$ cat src/rtl/menu_pkg.sv
// Shared menu definitions: navigator FSM states, item codes, counter sizing.
package menu_pkg;

  typedef enum logic [1:0] {
    StLocked   = 2'b00,
    StBrowse   = 2'b01,
    StConfirm  = 2'b10,
    StWaitExit = 2'b11
  } menu_state_e;

  // Item codes shared with the state controller and the OLED menu renderer.
  localparam logic [1:0] ITEM_VOLUME  = 2'b00;
  localparam logic [1:0] ITEM_POKEMON = 2'b01;
  localparam logic [1:0] ITEM_FRUIT   = 2'b10;
  localparam logic [1:0] ITEM_POTION  = 2'b11;

  // Counter width for a modulo-max counter, never narrower than one bit.
  function automatic int unsigned cnt_width(input int unsigned max);
    return (max > 1) ? $clog2(max) : 1;
  endfunction

endpackage

$ cat src/rtl/cycle_counter.sv
// Modulo-MAX up counter with synchronous clear; at_max flags the last count.
module cycle_counter
  import menu_pkg::*;
#(
  parameter int unsigned MAX = 2,
  localparam int unsigned W = cnt_width(MAX)
) (
  input  logic         clk,
  input  logic         rst,
  input  logic         clear,
  input  logic         enable,
  output logic [W-1:0] count,
  output logic         at_max
);

  localparam logic [W-1:0] Last = W'(MAX - 1);

  logic [W-1:0] count_q, count_d;

  // Clear wins over enable; an enabled count at MAX-1 wraps to zero.
  always_comb begin
    at_max  = (count_q == Last);
    count_d = count_q;
    if (clear) begin
      count_d = '0;
    end else if (enable) begin
      count_d = at_max ? '0 : count_q + W'(1);
    end
  end

  // Count register.
  always_ff @(posedge clk or posedge rst) begin
    if (rst) count_q <= '0;
    else     count_q <= count_d;
  end

  assign count = count_q;

endmodule

$ cat src/rtl/menu_navigator.sv
// Main-menu cursor on a 2x2 grid plus a fixed-length confirm animation that
// ends in a one-clock confirm pulse for the top-level state controller.
module menu_navigator
  import menu_pkg::*;
#(
  parameter int unsigned CONFIRM_CYCLES = 200,
  parameter int unsigned IDLE_TIMEOUT   = 30000,
  parameter int unsigned BLINK_HALF     = 250
) (
  input  logic       clk,
  input  logic       rst,
  input  logic       menu_active,
  input  logic       btnL,
  input  logic       btnR,
  input  logic       btnU,
  input  logic       btnD,
  input  logic       btnC,
  output logic [1:0] selection,
  output logic       confirm,
  output logic       confirming,
  output logic       blink
);

  menu_state_e state_q, state_d;
  logic [1:0]  selection_q, selection_d;
  logic        confirm_q, confirm_d;
  logic        confirming_q, confirming_d;
  logic        blink_q, blink_d;

  logic conf_clear, conf_en, conf_max;
  logic idle_clear, idle_en, idle_max;
  logic blink_clear, blink_en, blink_max;

  logic [cnt_width(CONFIRM_CYCLES)-1:0] conf_cnt;
  logic [cnt_width(IDLE_TIMEOUT)-1:0]   idle_cnt;
  logic [cnt_width(BLINK_HALF)-1:0]     blink_cnt;

  // Only the wrap flags drive decisions; the raw counts stay observable.
  logic unused_cnt;
  assign unused_cnt = ^{conf_cnt, idle_cnt, blink_cnt};

  cycle_counter #(.MAX(CONFIRM_CYCLES)) u_conf_cnt (
    .clk    (clk),
    .rst    (rst),
    .clear  (conf_clear),
    .enable (conf_en),
    .count  (conf_cnt),
    .at_max (conf_max)
  );

  cycle_counter #(.MAX(IDLE_TIMEOUT)) u_idle_cnt (
    .clk    (clk),
    .rst    (rst),
    .clear  (idle_clear),
    .enable (idle_en),
    .count  (idle_cnt),
    .at_max (idle_max)
  );

  cycle_counter #(.MAX(BLINK_HALF)) u_blink_cnt (
    .clk    (clk),
    .rst    (rst),
    .clear  (blink_clear),
    .enable (blink_en),
    .count  (blink_cnt),
    .at_max (blink_max)
  );

  // State register.
  always_ff @(posedge clk or posedge rst) begin
    if (rst) state_q <= StLocked;
    else     state_q <= state_d;
  end

  // Next state; leaving the menu forces LOCKED from anywhere.
  always_comb begin
    state_d = state_q;
    if (!menu_active) begin
      state_d = StLocked;
    end else begin
      case (state_q)
        StLocked:   state_d = StBrowse;
        StBrowse:   if (btnC) state_d = StConfirm;
        StConfirm:  if (conf_max) state_d = StWaitExit;
        StWaitExit: state_d = StWaitExit;
        default:    state_d = StLocked;
      endcase
    end
  end

  // Next output values and counter controls; C > L/R > U/D priority in BROWSE.
  always_comb begin
    selection_d  = selection_q;
    confirm_d    = 1'b0;
    confirming_d = 1'b0;
    blink_d      = 1'b0;
    conf_clear   = 1'b0;
    conf_en      = 1'b0;
    idle_clear   = 1'b0;
    idle_en      = 1'b0;
    blink_clear  = 1'b0;
    blink_en     = 1'b0;
    if (menu_active) begin
      case (state_q)
        StLocked: begin
          idle_clear  = 1'b1;
          blink_clear = 1'b1;
          blink_d     = 1'b1;
        end
        StBrowse: begin
          if (btnC) begin
            conf_clear   = 1'b1;
            confirming_d = 1'b1;
            blink_d      = 1'b1;
          end else begin
            blink_en = 1'b1;
            blink_d  = blink_max ? ~blink_q : blink_q;
            if (btnL || btnR || btnU || btnD) begin
              selection_d = (btnL || btnR) ? selection_q ^ 2'b01 : selection_q ^ 2'b10;
              idle_clear  = 1'b1;
              blink_clear = 1'b1;
              blink_d     = 1'b1;
            end else begin
              // Idle counter wraps to zero on its own at the timeout.
              idle_en = 1'b1;
              if (idle_max) begin
                selection_d = ITEM_VOLUME;
                blink_clear = 1'b1;
                blink_d     = 1'b1;
              end
            end
          end
        end
        StConfirm: begin
          conf_en = 1'b1;
          if (conf_max) begin
            confirm_d = 1'b1;
          end else begin
            confirming_d = 1'b1;
            blink_d      = 1'b1;
          end
        end
        default: ;
      endcase
    end
  end

  // Output registers.
  always_ff @(posedge clk or posedge rst) begin
    if (rst) begin
      selection_q  <= ITEM_VOLUME;
      confirm_q    <= 1'b0;
      confirming_q <= 1'b0;
      blink_q      <= 1'b0;
    end else begin
      selection_q  <= selection_d;
      confirm_q    <= confirm_d;
      confirming_q <= confirming_d;
      blink_q      <= blink_d;
    end
  end

  assign selection  = selection_q;
  assign confirm    = confirm_q;
  assign confirming = confirming_q;
  assign blink      = blink_q;

endmodule

$ cat config.mk
export PLATFORM = sky130hd
export DESIGN_NAME = menu_navigator
export DESIGN_NICKNAME = d
export VERILOG_FILES = /design/src/rtl/menu_pkg.sv /design/src/rtl/cycle_counter.sv /design/src/rtl/menu_navigator.sv
export SDC_FILE = /design/constraint.sdc
export NUM_CORES = 1
export LEC_CHECK = 0
export CAP_MARGIN = 20
export CORE_UTILIZATION = 50
export CTS_BUF_LIST = sky130_fd_sc_hd__clkbuf_4 sky130_fd_sc_hd__clkbuf_8
export CTS_CLUSTER_SIZE = 14
export DETAILED_ROUTE_END_ITERATION = 8
export PLACE_DENSITY_LB_ADDON = 0.3
export SKIP_CTS_REPAIR_TIMING = 1
export SYNTH_ARGS = -nofsm -noshare
export SYNTH_HDL_FRONTEND = slang
export SYNTH_HIERARCHICAL = 1
export SYNTH_SLANG_ARGS = --single-unit
export TNS_END_PERCENT = 30
$ cat constraint.sdc
create_clock -name clk -period 3.7 [get_ports clk]
set_clock_uncertainty 0.15 [all_clocks]
set_input_delay 0.74 -clock clk [delete_from_list [all_inputs] [get_ports clk]]
set_output_delay 0.74 -clock clk [all_outputs]
set_load 0.02 [all_outputs]
==> impl_summary.log, run 1 <==
INFO  metric clkSinkCount = 38
INFO  metric synth.avg_cell_area = 9.60 µm²
INFO  metric port_buffers = 12
INFO  metric first_pass_grt_wire_length = 9230 µm
INFO  metric worst-setup-path-type = input port to register
INFO  metric maxCapViolCount = 0
INFO  metric num-fill-cells = 431
INFO  metric clock-root-buffer = clkbuf_8
INFO  metric netlist_top_cells_count = dfrtp_1 (38), nand2_1 (25), o21ai_0 (17)
INFO  metric drc_violation_count_after_routing = 0
INFO  metric hpwl_dp = 3940 µm
INFO  metric power.density = 410 mW/mm²
INFO  metric initial_antenna_violation_count = 0
INFO  metric clkPwrFrac = 0.303
INFO  metric share_seq_of_total_power = 0.444
INFO  metric finalWeightedCongestion = 0.846
INFO  metric die_x = 72.9 µm
INFO  metric cts_inserted_buffers = 5
INFO  metric grt_remaining_overflow = 0
INFO  metric p_leak = 1.15 nW
INFO  metric top_level_ports = 13
INFO  metric drtPass1Iterations = 4
INFO  metric synth_edf_count = 0
INFO  metric synth.ff_latch_count = 38
INFO  metric timing.final.hold_violations = 0
INFO  metric ys.flop_type = dfrtp_1
INFO  metric core_region_area = 0.00479 mm²
INFO  metric fin_area = 0.00282 mm²
INFO  metric setup_violations = 0
INFO  metric timing.critical_path.required = 3740 ps
INFO  metric clock_tree_from_tritoncts = built
INFO  metric area_growth_syn_to_layout = 12.2%
INFO  metric n_antenna_cell = 0
INFO  metric end_kind = register
INFO  metric via_count_of_the_first_global_routing_pass = 1918
INFO  metric globalRouteTotalUtil = 0.228
INFO  metric critical_path_peak_fanout = 10
INFO  metric wl_per_cell = 16.0 µm
INFO  metric initial_util = 0.525
INFO  metric pwr-share-comb = 0.252
INFO  metric dr_total_vias = 2051
INFO  metric placed_cell_area = 0.00271 mm²
INFO  metric final.min_clock_period = 3000 ps
INFO  metric total_nets_after_synthesis = 278
INFO  metric synthDominantAreaCellType = dfrtp_1
INFO  metric detail-route-antenna-nets = 0
INFO  metric grt_max_degree = 16
INFO  metric hold_path_class = register to register
INFO  metric rsz_0062_raised_after_global_routing = no
INFO  metric insertion_delay = 300 ps
INFO  metric timing.max_slew.rel_slack = 0.589
INFO  metric synth.most_common_cell = dfrtp_1
INFO  metric yosys_warnings = 6
INFO  metric core.rowCount = 25
INFO  metric synth_seq_area_share = 0.378
INFO  metric synth_top_area_share = 0.378
INFO  metric die_area = 0.00532 mm²
INFO  metric synth_top_cells_by_area = dfrtp_1 (38%), ha_1 (4.0%), nand2_1 (3.7%)
INFO  metric tns = 0 ps
INFO  metric power.internal = 782 µW
INFO  metric vertical_die_dimension = 72.9 µm
INFO  metric synth.cell_area = 0.00251 mm²
INFO  metric syn_inst = 262
INFO  metric cp_data_arrival_time = 3040 ps
INFO  metric drv_slew = 0
INFO  metric synth.lib_cells_used.distinct = 66
INFO  metric drive_gt1_frac = 0.143
INFO  metric post_drt_via_cell_ratio = 5.93
INFO  metric detail_route.wirelength = 5520 µm
INFO  metric synthArstFlopShare = 1.00
INFO  metric power.ir.vdd_worst = 0.200 mV
INFO  metric fin_crit_sh = 0.810
INFO  metric timing.critical_path.from_type = input port
INFO  metric detailedRoute.firstIterationViolations = 69
INFO  metric clock_tree.htree_level_count = 2
INFO  metric power.share.switching = 0.324
INFO  metric timing_worst_slew_pin_value = 615 ps
INFO  metric final_nets = 294
INFO  metric status = completed
INFO  metric power_switching = 375 µW
INFO  metric maxClockFrequency = 334 MHz
INFO  metric cts_buffer_depth = 2
INFO  metric worst_setup_hold_path_clk_slew = 80 ps
INFO  metric finalHoldWorstSlack = 366 ps
## metrics by stage
step / instances / worst slack [ps] / power [mW] / util
finish: 346 / 703 / 1.16 / 0.590
CTS: 346 / 755 / 1.17 / 0.590
detailed placement: 338 / 457 / 0.812 / 0.567
global route: 346 / 556 / 1.22 / 0.590
floorplan: 262 / 797 / 0.711 / -
global placement: 338 / 528 / 0.804 / 0.567
## per-layer routing
layer  GRT usage  share of wire  wire length (µm)  vias to the layer above
li1            -              -                 -                     1020
met1       0.304           0.48              2660                      998
met2       0.371           0.49              2690                       29
met3      0.0497          0.025               138                        4
met4      0.0719         0.0069                38                        0
met5           0              0                 0                        -
## kinds of logic after synthesis
kind of cell / after synthesis / synth area share
xor+xnor: 6 / 0.0209
buf+inv: 26 / 0.0473
simple gates: 109 / 0.286
compound gates: 74 / 0.224
fa+ha+maj: 8 / 0.0398
flops: 38 / 0.378
mux: 1 / 0.00398
## state kept, by name (all words and copies together) (netlist names)
signal             cells
blink                  1
selection              2
confirming             1
confirm                1
u_blink_cnt/count      8
u_idle_cnt/count      15
state_q                2
u_conf_cnt/count       8
## worst paths after layout
kind	startpoint	endpoint	slack, ps	cells after the start
min in group asynchronous	rst	selection[0]	650	2
max in group asynchronous	rst	u_idle_cnt/count[13]	2200	2
hold reg to reg	selection[0]	selection[0]	370	1
hold / removal	selection[0]	selection[0]	370	1
setup reg to reg	u_idle_cnt/count[7]	u_blink_cnt/count[7]	920	9
setup / recovery	btnC	u_idle_cnt/count[5]	700	7
## power groups by stage
stage / combinational (mW) / clock [mW] / sequential [mW]
after floorplan: 0.180 / 0 / 0.530
after global placement: 0.284 / 0 / 0.520
after detailed placement: 0.290 / 0 / 0.522
after CTS: 0.291 / 0.360 / 0.515
after global routing: 0.325 / 0.373 / 0.522
final: 0.292 / 0.351 / 0.514
## final cells by class
| class | instances | area (µm²) | share of cell area |
|---|---|---|---|
| multi-input combinational | 198 | 1450 | 0.512 |
| tap | 67 | 83.8 | 0.0297 |
| clock buffer | 5 | 68.8 | 0.0244 |
| timing repair buffer | 19 | 173 | 0.0612 |
| clock inverter | 3 | 40.0 | 0.0142 |
| sequential | 38 | 951 | 0.337 |
| inverter | 16 | 60.1 | 0.0213 |
## cells in the final DEF (no fill, tap or decap), types with 3 or more instances in the layout
cell type        count
nand3_1              4
nor2_1               9
or3b_2               3
xor2_1               6
nand4_1              8
clkbuf_8             5
a21oi_1             11
o31ai_1              6
nor3b_1              3
o21ai_0             17
clkdlybuf4s50_1     12
o21ai_1              4
a221oi_2             3
or3_1               10
nand2b_1             4
nor2b_1              5
o21bai_1             3
a211oi_1             4
nand4bb_1            3
inv_1               15
nand2_1             25
or4_1                3
dfrtp_1             38
o41ai_1              5
and3_1               3
nand3b_1             4
buf_4                7
ha_1                 8
## critical path, cell delays in order
cell	delay, ps
clkdlybuf4s50_1	440
nand3b_2	310
inv_1	270
a22o_1	380
o2111ai_2	230
or3_1	390
a221oi_1	280
Note: power is estimated with default switching activity, not from simulation.
==> inputs of run 2 (changes only) <==
==> constraint.sdc (replaced) <==
create_clock -name clk -period 2.9 [get_ports clk]
set_clock_uncertainty 0.15 [all_clocks]
set_input_delay 0.58 -clock clk [delete_from_list [all_inputs] [get_ports clk]]
set_output_delay 0.58 -clock clk [all_outputs]
set_load 0.02 [all_outputs]
==> run 2 against run 1 <==
Net effect: first-iteration DRC count grew 43%; clock power rose by 28%; setup slack lost 330 ps; final cell count increased by 1.2%; count of clock-buffer cells in the layout unchanged; register-to-register slack lost 500 ps; via count increased by 2.2%; sequential power rose by 28%.
==> impl_summary.log, run 2 (synthesis gave the netlist of run 1 again) <==
INFO  metric status = completed (unchanged)
INFO  metric die_area = 0.00532 mm² (unchanged)
INFO  metric highest_layer = met4 (unchanged)
INFO  metric clock_tree.htree_level_count = 2 (unchanged)
INFO  metric detail-route-antenna-nets = 0 (unchanged)
INFO  metric largest_reg_flops = 15 (unchanged)
INFO  metric drv_slew = 0 (unchanged)
INFO  metric final_nets = 298 (was 294)
INFO  metric worst_path_largest_cell_delay = 410 ps (was 440 ps)
INFO  metric top_level_ports = 13 (unchanged)
INFO  metric fin_area = 0.00286 mm² (was 0.00282 mm²)
INFO  metric insertion_delay = 300 ps (about the same)
INFO  metric timing.critical_path.required = 2970 ps (was 3740 ps)
INFO  metric post_drt_via_cell_ratio = 5.99 (was 5.93)
INFO  metric core.rowCount = 25 (unchanged)
INFO  metric timing.final.hold_violations = 0 (unchanged)
INFO  metric drtPass1Iterations = 4 (unchanged)
INFO  metric clkSinkCount = 38 (unchanged)
INFO  metric multi_input_area = 0.00145 mm² (unchanged)
INFO  metric timing.critical_path.from_type = input port (unchanged)
INFO  metric routedLengthMet1 = 2540 µm (was 2660 µm)
INFO  metric end_kind = register (unchanged)
INFO  metric port_buffers = 12 (unchanged)
INFO  metric globalRouteTotalUtil = 0.223 (was 0.228)
INFO  metric rsz_0062_raised_after_global_routing = no (unchanged)
INFO  metric timing_worst_slew_pin_value = 616 ps (was 615 ps)
INFO  metric fin_crit_sh = 0.871
INFO  metric maxCapViolCount = 0 (unchanged)
INFO  metric power.share.switching = 0.323 (was 0.324)
INFO  metric die_x = 72.9 µm (unchanged)
INFO  metric power.internal = 1.01 mW (was 782 µW)
INFO  metric setup.worst_path.start = btnR (was btnC)
INFO  metric vertical_die_dimension = 72.9 µm (unchanged)
INFO  metric setup_violations = 0 (unchanged)
INFO  metric tns = 0 ps (unchanged)
INFO  metric grt_max_degree = 23 (was 16)
INFO  metric clock-root-buffer = clkbuf_8 (unchanged)
INFO  metric detailedRoute.firstIterationViolations = 99 (was 69)
INFO  metric min-delay-start = selection[0] (unchanged)
INFO  metric cts_inserted_buffers = 5 (unchanged)
INFO  metric layoutNonFillerInstCount = 350 (was 346)
INFO  metric path_cells = clkdlybuf4s50_1 > nor2_1 > nand2_1 > a22o_1 > buf_4 > or3b_1 > o41ai_1 > o21bai_1 (was clkdlybuf4s50_1 > nand3b_2 > inv_1 > a22o_1 > o2111ai_2 > or3_1 > a221oi_1)
INFO  metric finalWeightedCongestion = 0.866 (was 0.846)
INFO  metric worst_setup_hold_path_clk_slew = 80 ps (about the same)
INFO  metric via_count_of_the_first_global_routing_pass = 1964 (was 1918)
INFO  metric grt_remaining_overflow = 0 (unchanged)
INFO  metric place_inst = 342 (was 338)
INFO  metric critical_path.n_buffers_inverters = 2 (unchanged)
INFO  metric placed_cell_area = 0.00276 mm² (was 0.00271 mm²)
INFO  metric clock_tree_from_tritoncts = built (unchanged)
INFO  metric power.ir.vdd_worst = 0.231 mV (was 0.200 mV)
INFO  metric initial_antenna_violation_count = 0 (unchanged)
INFO  metric power.density = 521 mW/mm² (was 410 mW/mm²)
INFO  metric dp_slack = 122 ps (was 457 ps)
INFO  metric critical_path_peak_fanout = 13 (was 10)
INFO  metric final_cell_mix = dfrtp_1 (38), nand2_1 (25), o21ai_0 (16) (was dfrtp_1 (38), nand2_1 (25), o21ai_0 (17))
INFO  metric area_growth_syn_to_layout = 13.9% (was 12.2%)
INFO  metric area.sequential = 951 µm² (unchanged)
INFO  metric cts_buffer_depth = 2 (unchanged)
INFO  metric final.min_clock_period = 2530 ps
INFO  metric r2r_start = u_idle_cnt/count[0] (was u_idle_cnt/count[7])
INFO  metric dr_total_vias = 2097 (was 2051)
INFO  metric detail_route.wirelength = 5220 µm (was 5520 µm)
INFO  metric first_pass_grt_wire_length = 9140 µm (was 9230 µm)
INFO  metric maxClockFrequency = 396 MHz
INFO  metric hold_path_class = register to register (unchanged)
INFO  metric worst-setup-path-type = input port to register (unchanged)
INFO  metric post-route-worst-setup-slack = 373 ps (was 703 ps)
INFO  metric timing.max_slew.rel_slack = 0.589 (about the same)
INFO  metric commonest_non_fill_non_tap_cell_in_the_layout = dfrtp_1 (unchanged)
INFO  metric wl_per_cell = 14.9 µm (was 16.0 µm)
INFO  metric share_seq_of_total_power = 0.440 (was 0.444)
INFO  metric met3_wirelength = 148 µm (was 138 µm)
INFO  metric cpMaxStageDelayCell = clkdlybuf4s50_1 (unchanged)
INFO  metric crit_family = simple AND/OR/NAND/NOR gates (was compound AO/OA/AOI/OAI gates)
INFO  metric pwr-share-comb = 0.258 (was 0.252)
INFO  metric p_leak = 1.17 nW (was 1.15 nW)
INFO  metric cp_data_arrival_time = 2600 ps (was 3040 ps)
INFO  metric drive_gt1_frac = 0.155 (was 0.143)
INFO  metric num-fill-cells = 415 (was 431)
INFO  metric initial_util = 0.525 (unchanged)
INFO  metric drc_violation_count_after_routing = 0 (unchanged)
INFO  metric core_region_area = 0.00479 mm² (unchanged)
INFO  metric n_antenna_cell = 0 (unchanged)
INFO  metric clkPwrFrac = 0.302 (was 0.303)
INFO  metric met2_wirelength = 2460 µm (was 2690 µm)
INFO  metric power_switching = 481 µW (was 375 µW)
INFO  metric hpwl_dp = 3710 µm (was 3940 µm)
## run 2: layout make-up
cell class	count	share of cell area
clock buffer	5	0.0240
timing repair buffer	23	0.0751
tap	67	0.0293
clock inverter	3	0.0140
sequential	38	0.332
inverter	16	0.0210
multi-input combinational	198	0.505
## run 2: worst paths after layout
check / cells past startpoint / end / slack (ps)
setup / recovery: 8 / u_idle_cnt/count[11] / 370
hold / removal: 1 / selection[0] / 360
setup reg to reg: 8 / u_blink_cnt/count[7] / 420
hold reg to reg: 1 / selection[0] / 360
max in group asynchronous: 2 / u_idle_cnt/count[12] / 1600
min in group asynchronous: 2 / state_q[0] / 450
## run 2: per-stage QoR
step                power, mW   util  hold slack [ps]
floorplan               0.907      -              233
global placement         1.04  0.576              353
detailed placement       1.05  0.576              354
CTS                      1.50  0.598              365
global route             1.58  0.598              387
finish                   1.49  0.598              362
## run 2: layer usage
layer	vias up	global-route usage
li1	1034	-
met1	1019	0.306
met2	35	0.351
met3	9	0.0428
met4	0	0.0784
met5	-	0
## run 2: power by group through the flow
stage / clock (mW) / combinational (mW) / sequential (mW)
after floorplan: 0 / 0.231 / 0.676
after global placement: 0 / 0.376 / 0.665
after detailed placement: 0 / 0.383 / 0.666
after CTS: 0.463 / 0.386 / 0.656
after global routing: 0.487 / 0.426 / 0.666
final: 0.450 / 0.385 / 0.656
## run 2: worst register-to-register path, cell delays in order, from the launching register on
cell and delay [ps]:
dfrtp_1 430, ha_1 310, nand3_4 160, nor4_4 280, nor2_1 80, o21ai_1 240
o211ai_2 150, or4_1 530, o211ai_2 80
